==> src/rtl/event_timer_array.sv <==
// Bank of independent elapsed-time counters with start/capture edge detection,
// a saturating count with a sticky overflow flag, and a one-shot alarm per channel.
module event_timer_array #(
    parameter int TIMER_BITWIDTH = 32,
    parameter int NB_INSTANCES   = 10
) (
    input  logic                                   clk,
    input  logic                                   areset_n,
    input  logic                                   sreset,
    input  logic [NB_INSTANCES-1:0]                start,
    input  logic [NB_INSTANCES-1:0]                capture,
    input  logic [NB_INSTANCES-1:0]                rst_capture,
    input  logic [NB_INSTANCES-1:0]                alarm_load,
    input  logic [TIMER_BITWIDTH-1:0]              alarm_time,
    output logic [NB_INSTANCES*TIMER_BITWIDTH-1:0] cap_value,
    output logic [NB_INSTANCES-1:0]                cap_valid,
    output logic [NB_INSTANCES-1:0]                running,
    output logic [NB_INSTANCES-1:0]                overflow,
    output logic [NB_INSTANCES-1:0]                alarm
);

    localparam logic ST_IDLE = 1'b0;
    localparam logic ST_RUN  = 1'b1;

    localparam logic [TIMER_BITWIDTH-1:0] CNT_ZERO = '0;
    localparam logic [TIMER_BITWIDTH-1:0] CNT_MAX  = '1;
    localparam logic [TIMER_BITWIDTH-1:0] CNT_ONE  = TIMER_BITWIDTH'(1);

    genvar gi;
    generate
        for (gi = 0; gi < NB_INSTANCES; gi++) begin : g_ch
            logic                      state_q, state_d;
            logic [TIMER_BITWIDTH-1:0] count_q, count_d;
            logic [TIMER_BITWIDTH-1:0] cap_q, cap_d;
            logic [TIMER_BITWIDTH-1:0] thr_q, thr_d;
            logic                      cap_valid_q, cap_valid_d;
            logic                      ovf_q, ovf_d;
            logic                      alarm_q, alarm_d;
            logic                      armed_q, armed_d;
            logic                      start_q, capture_q;
            logic                      start_edge, capture_edge;
            logic                      at_max;
            logic [TIMER_BITWIDTH-1:0] elapsed;

            assign start_edge   = start[gi] & ~start_q;
            assign capture_edge = capture[gi] & ~capture_q;
            assign at_max       = (count_q == CNT_MAX);
            // Elapsed clocks as of the current sampling edge (count_q lags by one).
            assign elapsed      = at_max ? CNT_MAX : count_q + CNT_ONE;

            always_comb begin
                state_d     = state_q;
                count_d     = count_q;
                cap_d       = cap_q;
                thr_d       = thr_q;
                cap_valid_d = 1'b0;
                ovf_d       = ovf_q;
                alarm_d     = alarm_q;
                armed_d     = armed_q;

                if (rst_capture[gi]) begin
                    state_d = ST_IDLE;
                    count_d = CNT_ZERO;
                    cap_d   = CNT_ZERO;
                    ovf_d   = 1'b0;
                    alarm_d = 1'b0;
                    armed_d = 1'b0;
                end else begin
                    if (alarm_load[gi]) begin
                        thr_d   = alarm_time;
                        armed_d = 1'b1;
                        alarm_d = 1'b0;
                    end
                    if (state_q == ST_RUN) begin
                        // Capture sees the old run even when a restart lands on the same edge.
                        if (capture_edge) begin
                            cap_d       = elapsed;
                            cap_valid_d = 1'b1;
                        end
                        if (start_edge) begin
                            count_d = CNT_ZERO;
                            ovf_d   = 1'b0;
                            if (armed_d && thr_d == CNT_ZERO) begin
                                alarm_d = 1'b1;
                                armed_d = 1'b0;
                            end
                        end else begin
                            count_d = elapsed;
                            if (elapsed == CNT_MAX) begin
                                ovf_d = 1'b1;
                            end
                            if (armed_d && !at_max && elapsed == thr_d) begin
                                alarm_d = 1'b1;
                                armed_d = 1'b0;
                            end
                        end
                    end else if (start_edge) begin
                        state_d = ST_RUN;
                        count_d = CNT_ZERO;
                        ovf_d   = 1'b0;
                        if (armed_d && thr_d == CNT_ZERO) begin
                            alarm_d = 1'b1;
                            armed_d = 1'b0;
                        end
                    end
                end
            end

            always_ff @(posedge clk or negedge areset_n) begin
                if (!areset_n) begin
                    state_q     <= ST_IDLE;
                    count_q     <= CNT_ZERO;
                    cap_q       <= CNT_ZERO;
                    thr_q       <= CNT_ZERO;
                    cap_valid_q <= 1'b0;
                    ovf_q       <= 1'b0;
                    alarm_q     <= 1'b0;
                    armed_q     <= 1'b0;
                    start_q     <= 1'b0;
                    capture_q   <= 1'b0;
                end else if (sreset) begin
                    state_q     <= ST_IDLE;
                    count_q     <= CNT_ZERO;
                    cap_q       <= CNT_ZERO;
                    thr_q       <= CNT_ZERO;
                    cap_valid_q <= 1'b0;
                    ovf_q       <= 1'b0;
                    alarm_q     <= 1'b0;
                    armed_q     <= 1'b0;
                    start_q     <= 1'b0;
                    capture_q   <= 1'b0;
                end else begin
                    state_q     <= state_d;
                    count_q     <= count_d;
                    cap_q       <= cap_d;
                    thr_q       <= thr_d;
                    cap_valid_q <= cap_valid_d;
                    ovf_q       <= ovf_d;
                    alarm_q     <= alarm_d;
                    armed_q     <= armed_d;
                    start_q     <= start[gi];
                    capture_q   <= capture[gi];
                end
            end

            assign cap_value[gi*TIMER_BITWIDTH +: TIMER_BITWIDTH] = cap_q;
            assign cap_valid[gi] = cap_valid_q;
            assign running[gi]   = (state_q == ST_RUN);
            assign overflow[gi]  = ovf_q;
            assign alarm[gi]     = alarm_q;
        end
    endgenerate

endmodule
==> config.mk <==
export PLATFORM = sky130hd
export DESIGN_NAME = event_timer_array
export DESIGN_NICKNAME = d
export VERILOG_FILES = /design/src/rtl/event_timer_array.sv
export SDC_FILE = /design/constraint.sdc
export NUM_CORES = 2
export LEC_CHECK = 0
export BUFFER_PORTS_ARGS = -buffer_cell sky130_fd_sc_hd__buf_2
export CAP_MARGIN = 20
export CORE_AREA = 2 2 426 512
export CTS_BUF_LIST = sky130_fd_sc_hd__clkbuf_4
export DETAILED_ROUTE_END_ITERATION = 7
export DIE_AREA = 0 0 428 514
export GPL_TIMING_DRIVEN = 0
export PLACE_DENSITY = 0.43
export REMOVE_ABC_BUFFERS = 1
export SLEW_MARGIN = 20
export SYNTH_ARGS = -nofsm -noshare
export SYNTH_HDL_FRONTEND = slang
export SYNTH_SLANG_ARGS = --single-unit
==> constraint.sdc <==
create_clock -name clk -period 6.5 [get_ports clk]
set_input_delay 0.65 -clock clk [delete_from_list [all_inputs] [get_ports clk]]
set_output_delay 0.65 -clock clk [all_outputs]
set_load 0.01 [all_outputs]
==> impl_metrics.csv <==
group,metric,value,unit
sta,max-slew-margin-rel,0.2515,
power,power,15000,µW
logic_synthesis,synth-edff-count,0,
routing,drtPass1Iterations,6,
layout,fill_cells,22953,
logic_synthesis,yosys_warnings,0,
grt,grt_pass1_vias,56281,
floorplanning,die_width,428,µm
logic_synthesis,ys_seq_area_frac,0.4153,
floorplanning,core,215500,µm²
power,p_clk_frac,0.445,
clock_tree,post_cts_resized,0,
logic_synthesis,synth_area_leaders,"dfrtp_1, nor2_1, mux2i_1",
clock_tree,post-cts-setup-buffers,0,
floorplanning,num_io_pins,435,
layout,area_growth,14.49,%
critical_path,cp.depth,10,
logic_synthesis,post-synth-top-count-cell,"nor2_1",
sta,post-route-period-util,0.7600,
floorplanning,die_area,220000,µm²
logic_synthesis,synth_cells,7377,
sta,slew_viol_final,0,
grt,grt_max_degree,120,
logic_synthesis,synth_common_cells,"nor2_1, dfrtp_1, nand2_1",
power,p_comb_frac,0.111,
routing,drc,0,
critical_path,path_delay_family,"simple AND/OR/NAND/NOR gates",
grt,grt_pass1_wl,382.2,mm
logic_synthesis,syn_area_per_cell,8.414,µm²
sta,skew,85.34,ps
routing,drtIter0Drc,4539,
critical_path,cp.arrival,6010,ps
grt,grt_remaining_overflow,0,
floorplanning,fp-row-count,187,
clock_tree,clk_path_buf_depth,4,
logic_synthesis,synth_ff_type,"dfrtp_1",
grt,antenna_found_initial,16,
clock_tree,tritoncts,"built",
routing,vias,58048,
critical_path,r2r_cells,10,
critical_path,critical_path.max_stage_delay,840,ps
sta,fin_hold_ws,136.9,ps
floorplanning,start_util,0.2880,
sta,setup_ws,1560,ps
place,io_buffer_count,434,
floorplanning,die_y,514,µm
logic_synthesis,async_reset_ff_frac,1.000,
power,swShare,0.2968,
clock_tree,cts-root-buf,"clkbuf_4",
clock_tree,cts.sink_count,1030,
logic_synthesis,synth-seq-cells,1030,
clock_tree,tritoncts.num_buffers,316,
sta,timing.final.hold_violations,0,
clock_tree,holdBufCountCts,66,
routing,drt-total-wl,255.9,mm
sta,min_period,4940,ps
critical_path,crit_required,7570,ps
critical_path,endpoint_kind,"flop",
power,peakVddDrop,0.1050,mV
clock_tree,path_clk_slew,70,ps
routing,post_drt_via_cell_ratio,5.439,
sta,setup_tns,0,ps
power,switchingPower,4452,µW
layout,nets,7701,
logic_synthesis,synth.distinct_cells,91,
critical_path,worst-path-max-fanout,28,
logic_synthesis,netlist_area,62070,µm²
hold_path,holdPathStages,3,
routing,wl_per_cell,23.98,µm
place,dp_hpwl,176.6,mm
sta,rsz0062_at_grt,"false",
logic_synthesis,synth_top_area_frac,0.4153,
sta,tightest_slew,1120,ps
power,power.internal,10550,µW
place,dp_slack,1630,ps
critical_path,crit_buf_inv,0,
critical_path,crit_chain,"ha_1 > nand3_1 > nor3_1 > nand3_2 > nand3_1 > o2111ai_1 > nor4_1 > nand4_1 > nor4_1 > a21oi_1",
power,p_leak,0.02984,µW
clock_tree,cts.htree.levels,5,
logic_synthesis,yosysTopAreaCell,"dfrtp_1",
power,p_seq_frac,0.444,
layout,drive_gt1_frac,0.1486,
place,gp_congestion,0.9164,
routing,detail-route-antenna-nets,0,
grt,grtUsageTotal,0.2258,
critical_path,critPathKind,"reg -> reg",
sta,setup_violations,0,
hold_path,worstHoldPathType,"in -> reg",
run_status,status,"finished, final reports clean",
run,drv_cap,0,
sta,fmax,202.4,MHz
clock_tree,clock_latency,1230,ps
power,power_density,211.1,nW/µm²
critical_path,start_kind,"flop",
critical_path,cp_slowest_cell,"nand3_2",
## cell usage in the layout (no fill, tap or decap), types with 55 or more instances in the layout
cell           Yosys  final
a211oi_1         290    290
a21oi_1          593    593
a311oi_1          65     65
a31oi_1          103    103
and3_1            90     87
and4_1            55     55
buf_2             44    430
clkbuf_4           0    459
dfrtp_1         1030   1020
dlygate4sd3_1      0     65
inv_1             99     99
mux2_2            78     78
mux2i_1          377    377
nand2_1          720    710
nand3_1          244    241
nand4_1          220    220
nor2_1          1153   1142
nor2b_1           84     81
nor3_1           230    226
nor4_1           151    142
o21ai_0          214    214
xnor2_1          228    228
xor2_1           139    139
## sequential cells by signal (all words and copies together) (netlist names)
name              count
g_ch.alarm_q         10
g_ch.armed_q         10
g_ch.cap_q          320
g_ch.cap_valid_q     10
g_ch.capture_q       10
g_ch.count_q        320
g_ch.ovf_q           10
g_ch.start_q         10
g_ch.state_q         10
g_ch.thr_q          320
## per-stage QoR
stage	instance area, µm²	utilization	instances
after floorplan	59500	-	6751
after global placement	65220	0.3027	10020
after detailed placement	66400	0.3082	10067
after CTS	71000	0.3295	10661
after global routing	71050	0.3297	10667
final	71060	0.3298	10673
## worst register-to-register path: stages (launching register included)
cell       delay, ps
dfrtp_1          560
ha_1             400
nand3_1          280
nor3_1           800
nand3_2          840
nand3_1          430
o2111ai_1        140
nor4_1           590
nand4_1          200
nor4_1           430
a21oi_1          140
## power by group through the flow
stage	clock, µW	sequential (µW)	combinational (µW)
finish	6670	6660	1670
global route	7310	6670	1830
CTS	7000	6650	1700
detailed placement	0	6770	1650
global placement	0	6810	1580
floorplan	0	6760	784
## metal layers
layer  routed length, µm  share of wire  up-vias  GRT usage
met3               13590          0.053      440    0.03882
li1                    -              -    27117          -
met5                  78        0.00030        -          0
met1              112400           0.44    28769     0.2977
met2              121600           0.48     1708     0.3726
met4                8265          0.032       14    0.07733
## cells by family (layout without fill, tap and decap cells)
kind of cell	Yosys count	in the layout	share of synthesized area
AOI/OAI and AO/OA	1564	1564	0.1591
other	0	12	0
adders and majority gates	10	10	0.002016
DFF	1030	1030	0.4153
buffers and inverters	726	1175	0.04733
xor gates and xnor gates	372	372	0.05360
and+or+nand+nor	3220	3220	0.2477
muxes	455	455	0.07495
## path summary, 6_finish.rpt
kind                                                start                       endpoint  slack [ps]
max in group asynchronous                        areset_n   g_ch[2].cap_q[0]$_DFFE_PN0P_        4540
hold / removal                             alarm_time[28]  g_ch[3].thr_q[28]$_DFFE_PN0P_         140
min in group asynchronous                        areset_n  g_ch[9].cap_q[11]$_DFFE_PN0P_         540
hold reg to reg                 g_ch[6].ovf_q$_DFFE_PN0P_      g_ch[6].ovf_q$_DFFE_PN0P_         490
setup reg to reg           g_ch[6].count_q[0]$_DFFE_PN0P_      g_ch[6].armed_q$_DFF_PN0_        1560
setup / recovery           g_ch[6].count_q[0]$_DFFE_PN0P_      g_ch[6].armed_q$_DFF_PN0_        1560
## area by class of cell
class / instances / area (µm²) / area share
Tap cell: 2835 / 3547 / 0.04992
Timing Repair Buffer: 547 / 3807 / 0.05358
Inverter: 100 / 375.4 / 0.005282
Clock inverter: 69 / 481.7 / 0.006779
Clock buffer: 459 / 3446 / 0.04849
Sequential cell: 1030 / 25790 / 0.3629
Antenna cell: 12 / 30.03 / 0.0004226
Multi-Input combinational cell: 5621 / 33590 / 0.4726
Note: power is estimated with default switching activity, not from simulation.
